**config.mk**
```make
export PLATFORM = sky130hd
export DESIGN_NAME = core_ex
export DESIGN_NICKNAME = d
export VERILOG_FILES = /design/src/rtl/core_ex.sv
export SDC_FILE = /design/constraint.sdc
export NUM_CORES = 1
export LEC_CHECK = 0
export BUFFER_PORTS_ARGS = -buffer_cell sky130_fd_sc_hd__buf_2
export CORE_UTILIZATION = 30
export DETAILED_ROUTE_END_ITERATION = 10
export PLACE_DENSITY = 0.47
export SYNTH_ARGS = -nofsm -noshare
export SYNTH_HDL_FRONTEND = slang
export SYNTH_SLANG_ARGS = --single-unit
```
**constraint.sdc**
```tcl
create_clock -name clk -period 5.9 [get_ports clk]
set_input_delay 1.18 -clock clk [delete_from_list [all_inputs] [get_ports clk]]
set_output_delay 1.18 -clock clk [all_outputs]
set_load 0.01 [all_outputs]
```
**src/rtl/core_ex.sv**
```systemverilog
// Execute stage of the xRV32I core: single-cycle ALU plus a bit-serial shifter.
// Produces a registered write-back result for the EX/MEM stage.
module core_ex #(
    parameter int DATA_W = 32,
    parameter int FUNC_W = 4
) (
    input  logic              clk,
    input  logic              rst,
    input  logic              eval_en_in,
    input  logic [DATA_W-1:0] opnum1_in,
    input  logic [DATA_W-1:0] opnum2_in,
    input  logic [FUNC_W-1:0] func_in,
    input  logic              reg_we_in,
    input  logic [4:0]        reg_write_addr_in,
    input  logic              flush_in,
    output logic              stall_out,
    output logic              valid_out,
    output logic              reg_we_out,
    output logic [4:0]        reg_write_addr_out,
    output logic [DATA_W-1:0] reg_write_data_out,
    output logic              dbg_state_out
);

    localparam logic [FUNC_W-1:0] F_SUB  = FUNC_W'(1);
    localparam logic [FUNC_W-1:0] F_SLL  = FUNC_W'(2);
    localparam logic [FUNC_W-1:0] F_SLT  = FUNC_W'(3);
    localparam logic [FUNC_W-1:0] F_SLTU = FUNC_W'(4);
    localparam logic [FUNC_W-1:0] F_XOR  = FUNC_W'(5);
    localparam logic [FUNC_W-1:0] F_SRL  = FUNC_W'(6);
    localparam logic [FUNC_W-1:0] F_SRA  = FUNC_W'(7);
    localparam logic [FUNC_W-1:0] F_OR   = FUNC_W'(8);
    localparam logic [FUNC_W-1:0] F_AND  = FUNC_W'(9);

    typedef enum logic {S_IDLE = 1'b0, S_SHIFT = 1'b1} state_t;

    state_t            r_state;
    state_t            w_state_next;
    logic [DATA_W-1:0] r_acc;
    logic [4:0]        r_cnt;
    logic [FUNC_W-1:0] r_func;
    logic              r_we;
    logic [4:0]        r_addr;
    logic              r_valid;
    logic              r_we_out;
    logic [4:0]        r_wa;
    logic [DATA_W-1:0] r_wd;

    logic              w_is_shift_func;
    logic              w_start_shift;
    logic              w_shift_last;
    logic [DATA_W-1:0] w_alu;
    logic [DATA_W-1:0] w_step;

    assign w_is_shift_func = (func_in == F_SLL) || (func_in == F_SRL) || (func_in == F_SRA);
    assign w_start_shift   = (r_state == S_IDLE) && eval_en_in && w_is_shift_func &&
                             (opnum2_in[4:0] != 5'd0) && !flush_in;
    assign w_shift_last    = (r_state == S_SHIFT) && (r_cnt == 5'd1);

    // Handshake: stall_out high means ID/EX must hold its contents; valid_out high
    // means the write-back fields carry a fresh result for exactly that cycle.
    assign stall_out = rst && (w_start_shift ||
                       ((r_state == S_SHIFT) && !w_shift_last && !flush_in));

    always_comb begin
        w_alu = opnum1_in + opnum2_in;
        case (func_in)
            F_SUB:               w_alu = opnum1_in - opnum2_in;
            F_SLL, F_SRL, F_SRA: w_alu = opnum1_in;  // only shift-by-zero reaches here
            F_SLT:               w_alu = {{(DATA_W-1){1'b0}}, $signed(opnum1_in) < $signed(opnum2_in)};
            F_SLTU:              w_alu = {{(DATA_W-1){1'b0}}, opnum1_in < opnum2_in};
            F_XOR:               w_alu = opnum1_in ^ opnum2_in;
            F_OR:                w_alu = opnum1_in | opnum2_in;
            F_AND:               w_alu = opnum1_in & opnum2_in;
            default:             w_alu = opnum1_in + opnum2_in;
        endcase
    end

    always_comb begin
        w_step = r_acc >> 1;
        case (r_func)
            F_SLL:   w_step = r_acc << 1;
            F_SRA:   w_step = {r_acc[DATA_W-1], r_acc[DATA_W-1:1]};
            default: w_step = r_acc >> 1;
        endcase
    end

    always_comb begin
        w_state_next = r_state;
        if (flush_in) begin
            w_state_next = S_IDLE;
        end else begin
            case (r_state)
                S_IDLE:  if (w_start_shift) w_state_next = S_SHIFT;
                S_SHIFT: if (w_shift_last) w_state_next = S_IDLE;
                default: w_state_next = S_IDLE;
            endcase
        end
    end

    always_ff @(posedge clk or negedge rst) begin
        if (!rst) r_state <= S_IDLE;
        else      r_state <= w_state_next;
    end

    always_ff @(posedge clk or negedge rst) begin
        if (!rst) begin
            r_acc    <= '0;
            r_cnt    <= '0;
            r_func   <= '0;
            r_we     <= 1'b0;
            r_addr   <= '0;
            r_valid  <= 1'b0;
            r_we_out <= 1'b0;
            r_wa     <= '0;
            r_wd     <= '0;
        end else begin
            r_valid  <= 1'b0;
            r_we_out <= 1'b0;
            if (!flush_in) begin
                if (r_state == S_IDLE) begin
                    if (w_start_shift) begin
                        r_acc  <= opnum1_in;
                        r_cnt  <= opnum2_in[4:0];
                        r_func <= func_in;
                        r_we   <= reg_we_in;
                        r_addr <= reg_write_addr_in;
                    end else if (eval_en_in) begin
                        r_valid  <= 1'b1;
                        r_we_out <= reg_we_in && (reg_write_addr_in != 5'd0);
                        r_wa     <= reg_write_addr_in;
                        r_wd     <= w_alu;
                    end
                end else begin
                    r_acc <= w_step;
                    r_cnt <= r_cnt - 5'd1;
                    if (w_shift_last) begin
                        r_valid  <= 1'b1;
                        r_we_out <= r_we && (r_addr != 5'd0);
                        r_wa     <= r_addr;
                        r_wd     <= w_step;
                    end
                end
            end
        end
    end

    assign valid_out          = r_valid;
    assign reg_we_out         = r_we_out;
    assign reg_write_addr_out = r_wa;
    assign reg_write_data_out = r_wd;
    assign dbg_state_out      = r_state;

endmodule

```
# After elaboration in Yosys (flattened, before gate mapping)
# Cells that the tools add are included.
# W data, S select, Z words.
[classes]
add_sub_neg = 3
mul = 0
div_mod_pow = 0
magnitude_cmp = 2
eq_ne = 14
shift = 0
mux = 28
bitwise_logic = 5
n_reduce_logical = 24
[op_table]
columns = ["op", "n"]
rows = [
  ["$pmux W32 S7", 1],
  ["$mux W32", 6],
  ["$lt A32 B32 Y1", 2],
  ["$pmux W32 S2", 1],
  ["$add A32 B32 Y32", 1],
  ["$and A32 B32 Y32", 1],
  ["$or A32 B32 Y32", 1],
  ["$sub A32 B32 Y32", 1],
  ["$xor A32 B32 Y32", 1],
  ["$mux W5", 6],
  ["$eq A4 B3 Y1 const B", 5],
  ["$reduce_bool A5 Y1", 3],
  ["$mux W1", 13],
  ["$eq A4 B2 Y1 const B", 3],
  ["$logic_and A1 B1 Y1", 10],
  ["$eq A4 B4 Y1 const B", 2],
  ["$eq A5 B1 Y1 const B", 1],
  ["$sub A5 B1 Y5 const B", 1],
  ["$eq A4 B1 Y1 const B", 1],
  ["$reduce_and A4 Y1", 1],
  ["$reduce_bool A2 Y1", 2],
  ["$logic_or A1 B1 Y1", 3],
  ["$reduce_and A3 Y1", 1],
  ["$reduce_or A3 Y1", 1],
  ["other kinds (6)", 8],
]
[word_totals]
ff_bits = 87
latchBits = 0
ramBits = 0
mem_bits_ro = 0
out_inout_bits = 41
elab_cells = 86
n_memories = 0

# Logic depth before layout (Yosys ltp)
[logic_depth]
word_depth = 9
depth_mapped = 13
mapped_depth_nobuf = 13

# Worst setup path after synthesis
# OpenSTA, ideal clock, no wires.
[synth_path]
kind = "input -> register"
start = "input opnum1_in[0]"
end = "register r_wd[28] (netlist: reg_write_data_out[28])"
setup_ns = 0.079
arrival_time_ns = 3.540
slack_ns = 2.280
cell_stages = 12
path_buffers = 0
cell_sequence = "ha_1 inv_1 fa_1 nor2b_1 o2111ai_1 a21oi_1 o21ai_2 or4b_1 a21oi_1 a2111oi_1 nor3_1 a2bb2oi_1"
[synth_via]
elab_chain_cells = 5
[synth_lines]
columns = ["element", "line_no", "source"]
rows = [
  ["start: declaration", "10", "input logic [DATA_W-1:0] opnum1_in,"],
  ["$add A32 B32 Y32 or $sub A32 B32 Y32 (tied branches)", "74, 67", ""],
  ["$pmux W32 S7 *", "66", "case (func_in)"],
  ["$mux W32 *", "127", "end else if (eval_en_in) begin"],
  ["$mux W32 *", "121", "if (w_start_shift) begin"],
  ["$mux W32 *", "120", "if (r_state == S_IDLE) begin"],
  ["end signal: assignment", "131", "r_wd <= w_alu;"],
  ["end signal: assignment", "140", "r_wd <= w_step;"],
  ["end: declaration", "46", "logic [DATA_W-1:0] r_wd;"],
]
# Every way passes the cells marked *; elsewhere a longest branch is shown, timed or not. The select of a mux whose other input is x is not followed.
# A chain may end at the register's enable or synchronous reset.

# Worst setup path in the final report
[layout_path]
start = "input func_in[2]"
end = "output stall_out"
[layout_via]
elab_chain_cells = 8
[layout_lines]
columns = ["element", "line_no", "source"]
rows = [
  ["start: declaration", "12", "input logic [FUNC_W-1:0] func_in,"],
  ["$eq A4 B2 Y1 or $eq A4 B3 Y1 (tied branches)", "54", "assign w_is_shift_func = (func_in == F_SLL) || (func_in == F_SRL) || (func_in == F_SRA);"],
  ["$logic_or A1 B1 Y1", "54", ""],
  ["$logic_or A1 B1 Y1 *", "54", ""],
  ["$logic_and A1 B1 Y1 * (2 in a row)", "55", "assign w_start_shift = (r_state == S_IDLE) && eval_en_in && w_is_shift_func &&"],
  ["$logic_and A1 B1 Y1 *", "56", "(opnum2_in[4:0] != 5'd0) && !flush_in;"],
  ["$logic_or A1 B1 Y1 *", "61", "assign stall_out = rst && (w_start_shift ||"],
  ["$logic_and A1 B1 Y1 *", "61", ""],
  ["end: declaration", "16", "output logic stall_out,"],
]
# Every way passes the cells marked *; elsewhere a longest branch is shown, timed or not.

==> summary.md <==
| Metric | Value |
|---|---|
| Power density cells | 242 nW/um2 |
| Worst Path Max Fanout | 23 |
| HP Class | reg2reg |
| CTS tree | done |
| WP data arrival | 3.14 ns |
| Starting Density | 0.306 |
| Grt total ovfl | 0 |
| Routed wire length | 34.8 mm |
| Ys Warns | 0 |
| Clock-pin slew on the worst setup and hold paths | 0.08 ns |
| Row Count | 64 |
| Resized cells post-CTS | 0 |
| Fin Setup TNS | 0 ns |
| Share of cells above drive strength 1 | 0.136 |
| Syn Nets | 1458 |
| Largest net degree at the start of global routing | 64 |
| Slowest cell on the critical path | or3_1 |
| Fin. Hold Viols | 0 |
| Slew Limit Headroom | 0.250 |
| Share of flip-flops with an asynchronous set or reset | 1.00 |
| Die ar. | 32000 um2 |
| R2R depth | 12 |
| Hold buffers post-CTS | 0 |
| Initial antenna violation count | 0 |
| Synth Instances | 1280 |
| Area grow syn2layout | 12.6% |
| Final cell count without fillers | 1739 |
| Reg2reg end | reg_write_data_out[28] |
| Clock buffer depth | 2 |
| Critical path depth in cells | 7 |
| Final min period | 4.32 ns |
| Vias in the first global route | 9390 |
| Peak supply drop | 0.145 mV |
| Nets | 1516 |
| End point of the critical path | stall_out |
| Register area share after synthesis | 0.232 |
| Leading area contributor after synthesis | dfrtp_1 |
| Inserted Clock Buffers | 9 |
| Drt pass-1 iters | 5 |
| RSZ-0062 raised after global routing | no |
| Critical path required time | 4.72 ns |
| Clock root buffer master | clkbuf_16 |
| P_leak | 4.70 nW |
| Total number of vias | 9695 |
| Peak Freq | 231 MHz |
| IO Port Bufs | 118 |
| N_diodes | 0 |
| Mean Syn Cell Area | 7.32 um2 |
| HPWL Detailed | 25.6 mm |
| Placer Congestion | 0.899 |
| Hold_sp | r_func[1] |
| FF-to-FF setup slack | 2.32 ns |
| Crit-path cells | buf_2 > nand2b_1 > o2111ai_1 > or3_1 > o31ai_1 > and2_1 > buf_2 |
| Placed cell count | 1723 |
| I/O pin count | 119 |
| Cell variety after synth | 75 |
| CTS sink cnt | 87 |
| Crit share post-route | 0.733 |
| Yosys top cell area share | 0.232 |
| Setup Skew | 0.0150 ns |
| First-pass GRT wire length | 54.8 mm |
| Vias per cell | 5.58 |
| Max cap viols | 0 |
| Post-synth EDFFs | 0 |
| Drt drc | 0 |
| WL per Instance | 20.0 um |
| CP peak stage delay | 0.61 ns |
| Critical path's top delay family | simple AND/OR/NAND/NOR gates |
| Slew Viols, Final | 0 |
| Worst Max-Slew Pin Slew | 1.12 ns |
| Die Wd | 179 um |
| Skew-Pair Late Insertion Delay | 0.38 ns |
| Post-CTS Setup Inserts | 0 |
| CP startpoint | func_in[2] |
| Cell Area, Synth | 9370 um2 |
| Top FF cell, synth | dfrtp_1 |
| Most common cell on crit path | buf_2 |
| CTS H-tree lvls | 3 |
| Antenna viol nets, final | 0 |
| Seq cells post-synth | 87 |
| Die Y-Extent | 179 um |
| Reg-to-reg startpoint | r_cnt[1] |
| Synth area leaders | dfrtp_1 23%, ha_1 13%, nand2_1 7.7% |
| Final setup violation count | 0 |
| First DRT Iteration DRCs | 586 |
| Setup crit start kind | primary input |
| Status | finished clean |
| CP Capture Type | output port |
| Worst Path Buf+Inv | 2 |
| GR Util All Layers | 0.222 |
| Core area | 30700 um2 |
| Crit Path Category | in2out |
cells by family after synthesis:
group / Yosys count / synth area share
AO/OA/AOI/OAI: 443 / 0.307
AND/OR/NAND/NOR: 425 / 0.208
buffers and inverters: 187 / 0.0793
adder cells (fa/ha/maj): 100 / 0.135
flip-flops: 87 / 0.232
XOR/XNOR: 20 / 0.0187
multiplexers: 18 / 0.0196
where the power goes:
part / leakage, nW / internal (mW) / switching [mW] / total [mW]
sequential: 1.07 / 0.759 / 0.128 / 0.887
combinational: 3.48 / 0.379 / 0.664 / 1.04
clock: 0.151 / 0.305 / 0.323 / 0.628
metal layers:
layer,part of all wire,track usage,wire [um]
met5,0,0,0
met4,0.013,0.0494,456
met3,0.049,0.0320,1720
met2,0.47,0.362,16200
met1,0.47,0.307,16400
synth_stat cells, types with 6 or more instances:
cell type  count
nand2_1      192
o21ai_0      130
ha_1          98
inv_1         95
a21oi_1       92
dfrtp_1       87
nor2_1        73
clkbuf_1      60
nand3_1       49
a221oi_1      23
nor3_1        23
o21ai_1       23
o211ai_1      18
xnor2_1       18
nor2b_1       16
mux2i_1       15
o21bai_1      15
a211oi_1      12
a22oi_1       12
and2_1        12
buf_2         12
a21o_1        11
a31oi_1       10
o221ai_1      10
buf_1          9
o31ai_1        9
or4_1          9
nor4_1         8
o2111ai_1      8
or3_1          8
inv_2          7
a211o_1        6
a221o_1        6
nand2b_1       6
nand4_1        6
o21a_1         6
o22ai_1        6
how the worst min path moves through the flow:
stage                            to  cells after the start
after floorplan           r_func[1]                      1
after global placement    r_func[1]                      1
after detailed placement  r_func[1]                      1
after CTS                 r_func[1]                      1
after global routing      r_func[1]                      1
final                     r_func[1]                      1
stage by stage:
stage	instance area [um2]	total power, mW	worst slack, ns	util	hold WS [ns]
floorplan	9370	1.56	2.28	-	0.426
global placement	10200	1.94	1.38	0.334	0.447
detailed placement	10200	1.94	1.38	0.334	0.444
CTS	10600	2.58	1.59	0.344	0.467
global route	10600	2.76	1.40	0.344	0.478
finish	10600	2.56	1.58	0.344	0.463
layout make-up:
type | instances | area [um2]
clock buffers | 9 | 225
clock inverters | 7 | 83.8
fillers | 3326 | 20100
repair buffers | 132 | 698
well taps | 396 | 495
inverters | 102 | 383
multi-input cells | 1006 | 6480
flip-flops and latches | 87 | 2180
placed cells by master, fill, tap and decap left out, types with 21 or more instances in the layout:
cell type / n
nor3_1: 23
nor2_1: 72
dfrtp_1: 86
inv_1: 95
nand2_1: 192
o21ai_1: 21
ha_1: 98
buf_2: 117
a221oi_1: 23
nand3_1: 49
o21ai_0: 130
a21oi_1: 92
sequential cells by signal, indices dropped and copies added (netlist names):
signal,flops
r_acc,32
reg_write_data_out,32
r_addr,5
r_cnt,5
reg_write_addr_out,5
r_func,4
dbg_state_out,1
r_we,1
reg_we_out,1
valid_out,1
Note: power is estimated with default switching activity, not from simulation.
